## src/rtl/powlib_sfifo.sv

```systemverilog
// rtl/powlib_sfifo.sv - single-clock first-word-fall-through FIFO
//
// Purpose: synchronous FIFO with registered occupancy count, almost-full flag
// and sticky overflow flag. The head entry is presented combinationally from
// the storage array, so a word written into an empty FIFO is visible on the
// next cycle.
//
// Ports:
//   clk     - clock, all state changes on posedge
//   rst     - synchronous active-high reset
//   wrdata  - write data (W bits)
//   wrvld   - write request
//   wrrdy   - FIFO can accept a write this cycle
//   rddata  - head-of-queue data, valid when rdvld=1
//   rdvld   - head entry present
//   rdrdy   - consumer accepts the head entry
//   count   - current occupancy, 0..D
//   afull   - count >= AFT
//   ovfl    - sticky: a write was presented while wrrdy=0
module powlib_sfifo #(
    parameter int W    = 16,
    parameter int D    = 8,
    parameter int AFT  = D - 1,
    parameter int WCNT = $clog2(D + 1)
) (
    input  logic            clk,
    input  logic            rst,
    input  logic [W-1:0]    wrdata,
    input  logic            wrvld,
    output logic            wrrdy,
    output logic [W-1:0]    rddata,
    output logic            rdvld,
    input  logic            rdrdy,
    output logic [WCNT-1:0] count,
    output logic            afull,
    output logic            ovfl
);

    localparam int              PW      = (D > 1) ? $clog2(D) : 1;
    localparam logic [WCNT-1:0] DEPTH   = WCNT'(D);
    localparam logic [WCNT-1:0] AFT_CNT = WCNT'(AFT);
    localparam logic [PW-1:0]   LAST    = PW'(D - 1);

    logic [W-1:0]    mem_q [D];
    logic [PW-1:0]   wrptr_q, wrptr_d;
    logic [PW-1:0]   rdptr_q, rdptr_d;
    logic [WCNT-1:0] count_q, count_d;
    logic            ovfl_q, ovfl_d;
    logic            wr_xfer;
    logic            rd_xfer;

    // Readiness comes only from registered state (and reset), never from
    // rdrdy: a full FIFO refuses a write even when a read retires the head.
    assign wrrdy   = !rst && (count_q < DEPTH);
    assign rdvld   = (count_q != '0);
    assign rddata  = mem_q[rdptr_q];
    assign count   = count_q;
    assign afull   = (count_q >= AFT_CNT);
    assign ovfl    = ovfl_q;

    assign wr_xfer = wrvld && wrrdy;
    assign rd_xfer = rdvld && rdrdy;

    always_comb begin
        wrptr_d = wrptr_q;
        rdptr_d = rdptr_q;
        count_d = count_q;
        ovfl_d  = ovfl_q;

        // Pointers wrap explicitly so D need not be a power of two.
        if (wr_xfer) begin
            wrptr_d = (wrptr_q == LAST) ? '0 : wrptr_q + PW'(1);
        end
        if (rd_xfer) begin
            rdptr_d = (rdptr_q == LAST) ? '0 : rdptr_q + PW'(1);
        end

        case ({wr_xfer, rd_xfer})
            2'b10:   count_d = count_q + WCNT'(1);
            2'b01:   count_d = count_q - WCNT'(1);
            default: count_d = count_q;
        endcase

        if (wrvld && !wrrdy) begin
            ovfl_d = 1'b1;
        end
    end

    always_ff @(posedge clk) begin
        if (rst) begin
            wrptr_q <= '0;
            rdptr_q <= '0;
            count_q <= '0;
            ovfl_q  <= 1'b0;
        end else begin
            wrptr_q <= wrptr_d;
            rdptr_q <= rdptr_d;
            count_q <= count_d;
            ovfl_q  <= ovfl_d;
        end
    end

    // Storage is deliberately not reset; stale contents are hidden by count.
    always_ff @(posedge clk) begin
        if (wr_xfer) begin
            mem_q[wrptr_q] <= wrdata;
        end
    end

endmodule

```

## config.mk

```make
export PLATFORM = sky130hd
export DESIGN_NAME = powlib_sfifo
export DESIGN_NICKNAME = d
export VERILOG_FILES = /design/src/rtl/powlib_sfifo.sv
export SDC_FILE = /design/constraint.sdc
export NUM_CORES = 1
export LEC_CHECK = 0
export ABC_AREA = 0
export BUFFER_PORTS_ARGS = -buffer_cell sky130_fd_sc_hd__buf_2
export CAP_MARGIN = 10
export CORE_UTILIZATION = 59
export CTS_CLUSTER_SIZE = 28
export DETAILED_ROUTE_END_ITERATION = 12
export GPL_ROUTABILITY_DRIVEN = 0
export GPL_TIMING_DRIVEN = 0
export PLACE_DENSITY = 0.89
export SETUP_SLACK_MARGIN = 0.02
export SLEW_MARGIN = 0
export SYNTH_ARGS = -nofsm -noshare
export SYNTH_HDL_FRONTEND = slang
export SYNTH_SLANG_ARGS = --single-unit
```

## constraint.sdc

```tcl
create_clock -name clk -period 3 [get_ports clk]
set_clock_uncertainty 0.15 [all_clocks]
set_input_delay 0.3 -clock clk [delete_from_list [all_inputs] [get_ports clk]]
set_output_delay 0.3 -clock clk [all_outputs]
set_load 0.03 [all_outputs]
```

==> results of run 1 <==
==> stage by stage <==
step | setup TNS, ns | power (mW) | worst slack, ns | hold WS [ns] | std cells
finish | 0 | 5.73 | 0.142 | 0.322 | 494
global route | 0 | 5.95 | 0.0316 | 0.384 | 494
CTS | 0 | 5.76 | 0.123 | 0.330 | 494
detailed placement | 0 | 3.79 | 0.321 | 0.307 | 444
global placement | -17.76 | 3.73 | -0.621 | 0.306 | 436
floorplan | 0 | 3.43 | 0.0534 | 0.249 | 264
==> per-layer routing <==
layer  global-route usage [%]  share of wire [%]  up-vias
met3                     5.55                4.8       10
met1                     31.0                 42     1487
met2                     39.7                 52       96
met4                     8.37                1.2        0
li1                         -                  -     1289
met5                        0                  0        -
==> power breakdown <==
| group | internal [mW] | total (mW) | switching [mW] |
|---|---|---|---|
| registers | 2.27 | 2.34 | 0.0765 |
| clock network | 1.18 | 1.96 | 0.781 |
| logic | 0.639 | 1.43 | 0.793 |
==> flip-flops by register name, summed over array words and instances, names as in the netlist, named ones only <==
register,cells
mem_q,128
count,4
rdptr_q,3
wrptr_q,3
ovfl,1
==> layout by cell type (no fill, tap or decap), drive strengths merged, types with 3 or more instances in the layout <==
| cell | instances |
|---|---|
| nand2b | 5 |
| mux2 | 17 |
| mux2i | 3 |
| buf | 58 |
| nand2 | 6 |
| clkinv | 9 |
| dfxtp | 14 |
| mux4 | 32 |
| dlygate4sd3 | 19 |
| a21oi | 7 |
| edfxtp | 128 |
| clkbuf | 20 |
| or3 | 4 |
| nor3 | 3 |
| nand3 | 4 |
| nor2 | 13 |
| xor2 | 3 |
| ha | 7 |
==> worst paths after layout <==
| path | start | endpoint | slack (ns) | depth (start not counted) |
|---|---|---|---|---|
| max | flop | rddata[4] | 0.14 | 4 |
| min | ovfl | ovfl | 0.32 | 2 |
| min reg2reg | ovfl | ovfl | 0.32 | 2 |
| max reg2reg | count[1] | count[2] | 0.27 | 10 |
==> cell type report <==
class | count | area share [%]
flip-flops and latches | 142 | 60.0
clock buffers | 17 | 6.02
repair buffers | 70 | 7.54
inverters | 1 | 0.0546
multi-input cells | 111 | 20.9
clock inverters | 14 | 2.13
well taps | 129 | 2.35
plain buffers | 10 | 1.00
==> logic make-up after synthesis <==
| group | count (synthesis) | synth area share [%] |
|---|---|---|
| AOI/OAI and AO/OA | 10 | 0.981 |
| xor gates and xnor gates | 3 | 0.469 |
| adders and majority gates | 7 | 1.56 |
| buffers and inverters | 11 | 1.29 |
| DFF | 142 | 73.5 |
| muxes | 52 | 18.7 |
| and+or+nand+nor | 39 | 3.50 |
==> worst reg2reg max path, cell delays in order, from the launching register on <==
cell,delay (ns)
dfxtp_1,0.38
or4_4,0.58
nand2_1,0.16
inv_1,0.09
ha_1,0.27
xor2_1,0.17
ha_1,0.19
a21oi_1,0.14
xor2_1,0.09
or3_1,0.31
a21oi_1,0.14
==> out/metrics.cfg, run 1 <==
[floorplanning]
io_pins = 44
die_area_um2 = 9900
die_h_um = 99.5
core_um2 = 9240
start_util_pct = 60.7
die_w_um = 99.5
num_rows = 35

[yosys]
synth_common_cells = edfxtp_1 (128), mux4_1 (28), mux2_2 (16)
synthTopCellsByArea = edfxtp_1 (69%), mux4_1 (13%), dfxtp_1 (5.0%)
ys_async_sr_fraction_pct = 0
synth.ff_latch_count = 142
yosys_warnings = 0
syn_inst = 264
post_synth_instance_area_um2 = 5610
ys_types = 28
synth_top_area_cell = edfxtp_1
synth_top_area_share_pct = 68.5
synthMostInstantiatedCell = edfxtp_1
ys_seq_area_share_pct = 73.5
synth_edf_count = 128
ys.flop_type = edfxtp_1
syn_avg_cell_area_um2 = 21.2
syn-num-nets = 291

[grt]
grt_pass1_vias = 2897
antenna_found_initial = 0
grt_pass1_wl_um = 16300
grt_usage_pct = 23.7
grt_overflow = 0
grt_max_degree = 17

[layout]
final_nets = 380
num-fill-cells = 497
area_growth_pct = 22.6
final_util_pct = 74.4
drive_gt1_share_pct = 31.8
fin_area_um2 = 6870
seq_area_um2 = 4120
antennaDiodeCount = 0
multi_input_area_um2 = 1440

[clocking]
insertion_delay_ns = 0.52
htreeDepth = 4
postCtsSetupBuffers = 0
path_clk_slew_ns = 0.06
post_cts_resized = 0
cts_hold_buffers = 19
cts_tree = built
clock-sinks = 142
clockBufferDepth = 2
cts_root_buffer = clkbuf_8
cts_made_buffers = 17

[critical_path]
path_max_fanout = 10
path_cells = buf_1 -> mux4_1 -> mux2_2 -> buf_2
max_stage_delay_ns = 0.56
arrival_ns = 2.41
slowest_stage = buf_1
path_buf_inv = 2
crit_path_end_kind = primary output
critPathLaunchType = flop
criticalPathCategory = reg -> out
worstPathRequired_ns = 2.55
crit_family = buffers and inverters

[power]
p_leak_nw = 2.40
vdd_drop_max_v = 0.000646
p_per_area_nw_per_um2 = 834

[route]
dr.first_iter.drc_count = 187
ant_nets = 0
dr.pass1.iters = 4
wl_per_cell_um = 21.6
num_vias = 2882
via_per_inst = 5.83
finalWirelength_um = 10700
drc_errors = 0

[sta]
slew_viol_final = 0
tightest_slew_ns = 0.990
min_period_ns = 2.86
finalCritPeriodShare_pct = 95.3
max_freq_mhz = 350
setup_viol = 0
relSlewSlack_pct = 33.7
rsz0062_at_grt = false
hold_viol_final = 0

[outcome]
status = complete, no violations

[placed_design]
numPortBuffers = 43
dpl.hpwl_um = 6330
dpl_cell_area_um2 = 6120

[run]
drv_cap = 0

[worst_hold_path]
hold_class = reg -> reg

Power figures use the tool's default switching activity.
==> run 2: changes to the inputs <==
--- a/config.mk
+++ b/config.mk
@@ -8,6 +8,7 @@
 export ABC_AREA = 0
 export BUFFER_PORTS_ARGS = -buffer_cell sky130_fd_sc_hd__buf_2
 export CAP_MARGIN = 10
+export CORE_ASPECT_RATIO = 1.4
 export CORE_UTILIZATION = 59
 export CTS_CLUSTER_SIZE = 28
 export DETAILED_ROUTE_END_ITERATION = 12
==> run 2 against run 1 <==
Net effect:
- the run now ends with DRC left
- clock power rose by 3%
- register-to-register slack barely moved
- largest power group unchanged
- via count down 4.2%
- highest routed layer unchanged
- fmax up 4.7%
- count of clock-buffer cells in the layout up 1
- critical path depth unchanged
- routed wire length is 4.9% lower
- critical endpoint is now rddata[13]
- final area decreased by 1.8%
- global-route usage is 1.1 points lower
- non-clock buffer count shrank 11
- final cell count is 6.5% lower
- critical path type unchanged
==> out/metrics.cfg, run 2 (synthesis gave the netlist of run 1 again) <==
[grt]
grt_usage_pct = 22.6  ; was 23.7%
grt_pass1_vias = 2890  ; was 2897
grt_pass1_wl_um = 15600  ; was 16300 um
grt_max_degree = 17  ; unchanged
antenna_found_initial = 0  ; unchanged
grt_overflow = 0  ; unchanged

[sta]
hold_viol_final = 0  ; unchanged
hold_ws_ns = 0.0151  ; was 0.322 ns
finalCritPeriodShare_pct = 91.0  ; was 95.3%
min_period_ns = 2.73  ; was 2.86 ns
max_freq_mhz = 366  ; was 350 MHz
relSlewSlack_pct = 37.6  ; was 33.7%
slew_viol_final = 0  ; unchanged
tightest_slew_ns = 0.931  ; was 0.990 ns
finalSetupTns_ns = 0  ; unchanged
setup_viol = 0  ; unchanged
rsz0062_at_grt = false  ; unchanged

[route]
drc_errors = 4  ; was 0
num_vias = 2760  ; was 2882
ant_nets = 0  ; unchanged
wl_per_cell_um = 21.9  ; was 21.6 um
finalWirelength_um = 10100  ; was 10700 um
via_per_inst = 5.97  ; was 5.83
dr.pass1.iters = 8  ; was 4
dr.first_iter.drc_count = 189  ; was 187

[clocking]
post_cts_resized = 0  ; unchanged
cts_root_buffer = clkbuf_16  ; was clkbuf_8
cts_made_buffers = 17  ; unchanged
htreeDepth = 4  ; unchanged
path_clk_slew_ns = 0.06  ; about the same
clockBufferDepth = 2  ; unchanged
insertion_delay_ns = 0.41  ; was 0.52 ns
postCtsSetupBuffers = 0  ; unchanged
cts_tree = built  ; unchanged
clock-sinks = 142  ; unchanged

[floorplanning]
start_util_pct = 61.4  ; was 60.7%
die_w_um = 84.4  ; was 99.5 um
core_um2 = 9130  ; was 9240 um^2
io_pins = 44  ; unchanged
die_h_um = 117  ; was 99.5 um
die_area_um2 = 9910  ; was 9900 um^2
num_rows = 41  ; was 35

[layout]
largest_register = mem_q  ; unchanged
fin_area_um2 = 6750  ; was 6870 um^2
layout_common_cells = edfxtp_1 (128), buf_2 (43), mux4_1 (28)  ; unchanged
antennaDiodeCount = 0  ; unchanged
area_growth_pct = 20.3  ; was 22.6%
final_common_cell = edfxtp_1  ; unchanged
instances_no_fill = 462  ; was 494
drive_gt1_share_pct = 33.2  ; was 31.8%
final_nets = 369  ; was 380
largest_register_ffs = 128  ; unchanged

[critical_path]
worstPathRequired_ns = 2.55  ; about the same
arrival_ns = 2.28  ; was 2.41 ns
path_max_fanout = 10  ; unchanged
crit_path_end_kind = primary output  ; unchanged
critPathLaunchType = flop  ; unchanged
criticalPathCategory = reg -> out  ; unchanged

[worst_hold_path]
hold_class = in -> reg  ; was reg -> reg

[outcome]
status = complete, but fails checks  ; was complete, no violations
failed_checks = DRC

[placed_design]
dpl_cell_area_um2 = 6080  ; was 6120 um^2
dp.cells = 422  ; was 444
numPortBuffers = 43  ; unchanged
dpl.hpwl_um = 6680  ; was 6330 um

[run]
drv_cap = 0  ; unchanged

[power]
vdd_drop_max_v = 0.000901  ; was 0.000646 V
p_leak_nw = 2.35  ; was 2.40 nW
p_per_area_nw_per_um2 = 853  ; was 834 nW/um^2

## run 2: where the power goes
part | internal (mW) | leakage (nW) | switching (mW)
Combinational | 0.629 | 0.812 | 0.771
Sequential | 2.27 | 1.27 | 0.0754
Clock | 1.24 | 0.266 | 0.771
## run 2: final cells by class
class	instances	area [um^2]
sequential	142	4120
fill	513	2380
multi-input combinational	111	1440
clock buffer	18	439
timing repair buffer	59	397
clock inverter	14	145
tap	107	134
buffer	10	68.8
inverter	1	3.75
## run 2: final timing paths
| path | from | to | slack [ns] | cells after the start |
|---|---|---|---|---|
| worst min-delay path | wrdata[10] | mem_q[4][10] | 0.02 | 1 |
| worst max register to register | count[1] | count[3] | 0.28 | 7 |
| worst min register to register | ovfl | ovfl | 0.33 | 2 |
| worst max-delay path | flop | rddata[13] | 0.27 | 4 |
## run 2: critical path, stage by stage, from the launching register on
cell	delay, ns
dfxtp_1	0.42
clkbuf_1	0.58
mux4_1	0.40
mux2_2	0.29
buf_2	0.18
## run 2: repair_timing
action                                  CTS  global route
hold buffers                              8             0
endpoints found under the hold margin    58             0
endpoints found under the setup margin    0             0
## run 2: metrics by stage
step	utilization [%]	worst slack, ns	power (mW)
finish	73.9	0.270	5.75
global route	73.9	0.139	5.97
CTS	73.9	0.231	5.80
detailed placement	66.6	0.292	3.79
global placement	65.3	-0.614	3.73
floorplan	-	0.0534	3.43
## run 2: per-layer routing
layer / up-vias / global-route usage, % / share of wire [%]
met5: - / 0 / 0
met4: 0 / 7.94 / 1.6
met3: 16 / 6.90 / 4.0
met2: 67 / 38.3 / 54
met1: 1405 / 27.8 / 40
li1: 1272 / - / -
==> run 3: changes to the inputs <==
--- a/config.mk
+++ b/config.mk
@@ -14,7 +14,7 @@
 export DETAILED_ROUTE_END_ITERATION = 12
 export GPL_ROUTABILITY_DRIVEN = 0
 export GPL_TIMING_DRIVEN = 0
-export PLACE_DENSITY = 0.89
+export PLACE_DENSITY = 0.79
 export SETUP_SLACK_MARGIN = 0.02
 export SLEW_MARGIN = 0
 export SYNTH_ARGS = -nofsm -noshare
==> run 3 against run 2 <==
Net effect:
- the flow still finishes with violations (DRC)
- setup slack got worse by 0.030 ns
- global-route usage increased by 0.42 points
- via count grew 2.2%
==> out/metrics.cfg, run 3 (synthesis gave the netlist of run 1 again) <==
[clocking]
insertion_delay_ns = 0.42  ; was 0.41 ns
clockBufferDepth = 2  ; unchanged
htreeDepth = 4  ; unchanged
path_clk_slew_ns = 0.06  ; about the same
cts_root_buffer = clkbuf_16  ; unchanged
clock-sinks = 142  ; unchanged
cts_tree = built  ; unchanged
cts_made_buffers = 17  ; unchanged

[placed_design]
dpl_cell_area_um2 = 6120  ; was 6080 um^2
dp.cells = 422  ; unchanged
numPortBuffers = 43  ; unchanged
dpl_worst_slack_ns = 0.265  ; was 0.292 ns
dpl.hpwl_um = 6320  ; was 6680 um

[sta]
tightest_slew_ns = 1.09  ; was 0.931 ns
slew_viol_final = 0  ; unchanged
rsz0062_at_grt = false  ; unchanged
hold_viol_final = 0  ; unchanged
relSlewSlack_pct = 27.0  ; was 37.6%
setup_ws_ns = 0.240  ; was 0.270 ns
setup_viol = 0  ; unchanged
finalCritPeriodShare_pct = 92.0  ; was 91.0%
max_freq_mhz = 362  ; was 366 MHz
min_period_ns = 2.76  ; was 2.73 ns

[floorplanning]
die_area_um2 = 9910  ; unchanged
start_util_pct = 61.4  ; unchanged
die_h_um = 117  ; unchanged
die_w_um = 84.4  ; unchanged
core_um2 = 9130  ; unchanged
io_pins = 44  ; unchanged
num_rows = 41  ; unchanged

[grt]
grt_pass1_vias = 2972  ; was 2890
antenna_found_initial = 0  ; unchanged
grt_overflow = 0  ; unchanged
grt_usage_pct = 23.1  ; was 22.6%
grt_max_degree = 17  ; unchanged
grt_pass1_wl_um = 16100  ; was 15600 um

[power]
power_frac_seq_pct = 39.1  ; was 40.7%
p_comb_share_pct = 24.0  ; was 24.3%
p_per_area_nw_per_um2 = 870  ; was 853 nW/um^2
p_leak_nw = 2.41  ; was 2.35 nW
p_sw_share_pct = 28.2  ; was 28.1%
p_switching_mw = 1.69  ; was 1.62 mW
p_clk_share_pct = 36.9  ; was 34.9%
intPower_mw = 4.30  ; was 4.14 mW
vdd_drop_max_v = 0.000649  ; was 0.000901 V

[layout]
largest_register_ffs = 128  ; unchanged
fin_area_um2 = 6890  ; was 6750 um^2
num-fill-cells = 501  ; was 513
antennaDiodeCount = 0  ; unchanged
final_common_cell = edfxtp_1  ; unchanged
drive_gt1_share_pct = 32.8  ; was 33.2%
area_growth_pct = 22.8  ; was 20.3%
final_nets = 374  ; was 369
largest_register = mem_q  ; unchanged
layout_common_cells = edfxtp_1 (128), buf_2 (43), mux4_1 (28)  ; unchanged
instances_no_fill = 467  ; was 462

[route]
wl_per_cell_um = 21.8  ; was 21.9 um
dr.max_layer_used = met4  ; unchanged
wl_met1_um = 4070  ; was 4090 um
dr_wl_met2_um = 5200  ; was 5470 um
wl_met3_um = 655  ; was 401 um
ant_nets = 0  ; unchanged
finalWirelength_um = 10200  ; was 10100 um
drc_errors = 4  ; unchanged
via_per_inst = 6.04  ; was 5.97
dr.pass1.iters = 8  ; unchanged
dr.first_iter.drc_count = 242  ; was 189
num_vias = 2821  ; was 2760

[outcome]
status = complete, but fails checks  ; unchanged
failed_checks = DRC  ; unchanged

[critical_path]
arrival_ns = 2.91  ; was 2.28 ns
critPathLaunchType = flop  ; unchanged
criticalPathCategory = reg -> reg  ; was reg -> out
path_max_fanout = 7  ; was 10
worstPathRequired_ns = 3.15  ; was 2.55 ns
crit_path_end_kind = flop  ; was primary output

[worst_hold_path]
hold_class = in -> reg  ; unchanged

[run]
drv_cap = 0  ; unchanged

[run 3: worst paths after layout]
kind,endpoint,start,slack [ns],depth (start not counted)
worst min register to register,ovfl,ovfl,0.34,2
worst min-delay path,mem_q[7][9],wrdata[9],0.02,1
worst max register to register,count[3],count[1],0.24,7
worst max-delay path,count[3],count[1],0.24,7
[run 3: layout make-up]
class	count	area, um^2	share of cell area (%)
Clock inverter	15	213	3.09
Multi-Input combinational cell	111	1440	20.9
Clock buffer	17	425	6.18
Tap cell	107	134	1.94
Inverter	1	3.75	0.0545
Sequential cell	142	4120	59.9
Timing Repair Buffer	64	483	7.01
Buffer	10	68.8	0.999
[run 3: metrics by stage]
step | TNS (ns) | util [%] | hold slack [ns] | total power, mW
after floorplan | 0 | - | 0.249 | 3.43
after global placement | -18.83 | 65.3 | 0.294 | 3.74
after detailed placement | 0 | 67.0 | 0.320 | 3.80
after CTS | 0 | 75.4 | 0.00384 | 6.02
after global routing | 0 | 75.4 | 0.0207 | 6.19
final | 0 | 75.4 | 0.0162 | 5.99
[run 3: repair_timing]
action                                 CTS  global route
hold buffers                            13             0
setup buffers                            0             0
resized for setup                        0             0
endpoints found under the hold margin   93             0
[run 3: critical path: stages, from the launching register on]
cell     delay [ns]
dfxtp_1        0.38
or4_4          0.58
nand2_1        0.17
inv_1          0.09
ha_1           0.26
or3b_2         0.46
a31oi_1        0.22
mux2_1         0.34
[run 3: metal layers]
| metal | global-route usage [%] | up-vias |
|---|---|---|
| met2 | 36.6 | 116 |
| met4 | 12.0 | 0 |
| li1 | - | 1280 |
| met5 | 0 | - |
| met3 | 6.47 | 22 |
| met1 | 29.2 | 1403 |
[run 3: power groups by stage]
stage,Clock (mW),Sequential [mW],Combinational [mW]
global route,2.30,2.36,1.53
floorplan,0,2.41,1.02
finish,2.21,2.35,1.44
detailed placement,0,2.38,1.42
CTS,2.23,2.34,1.45
global placement,0,2.38,1.36
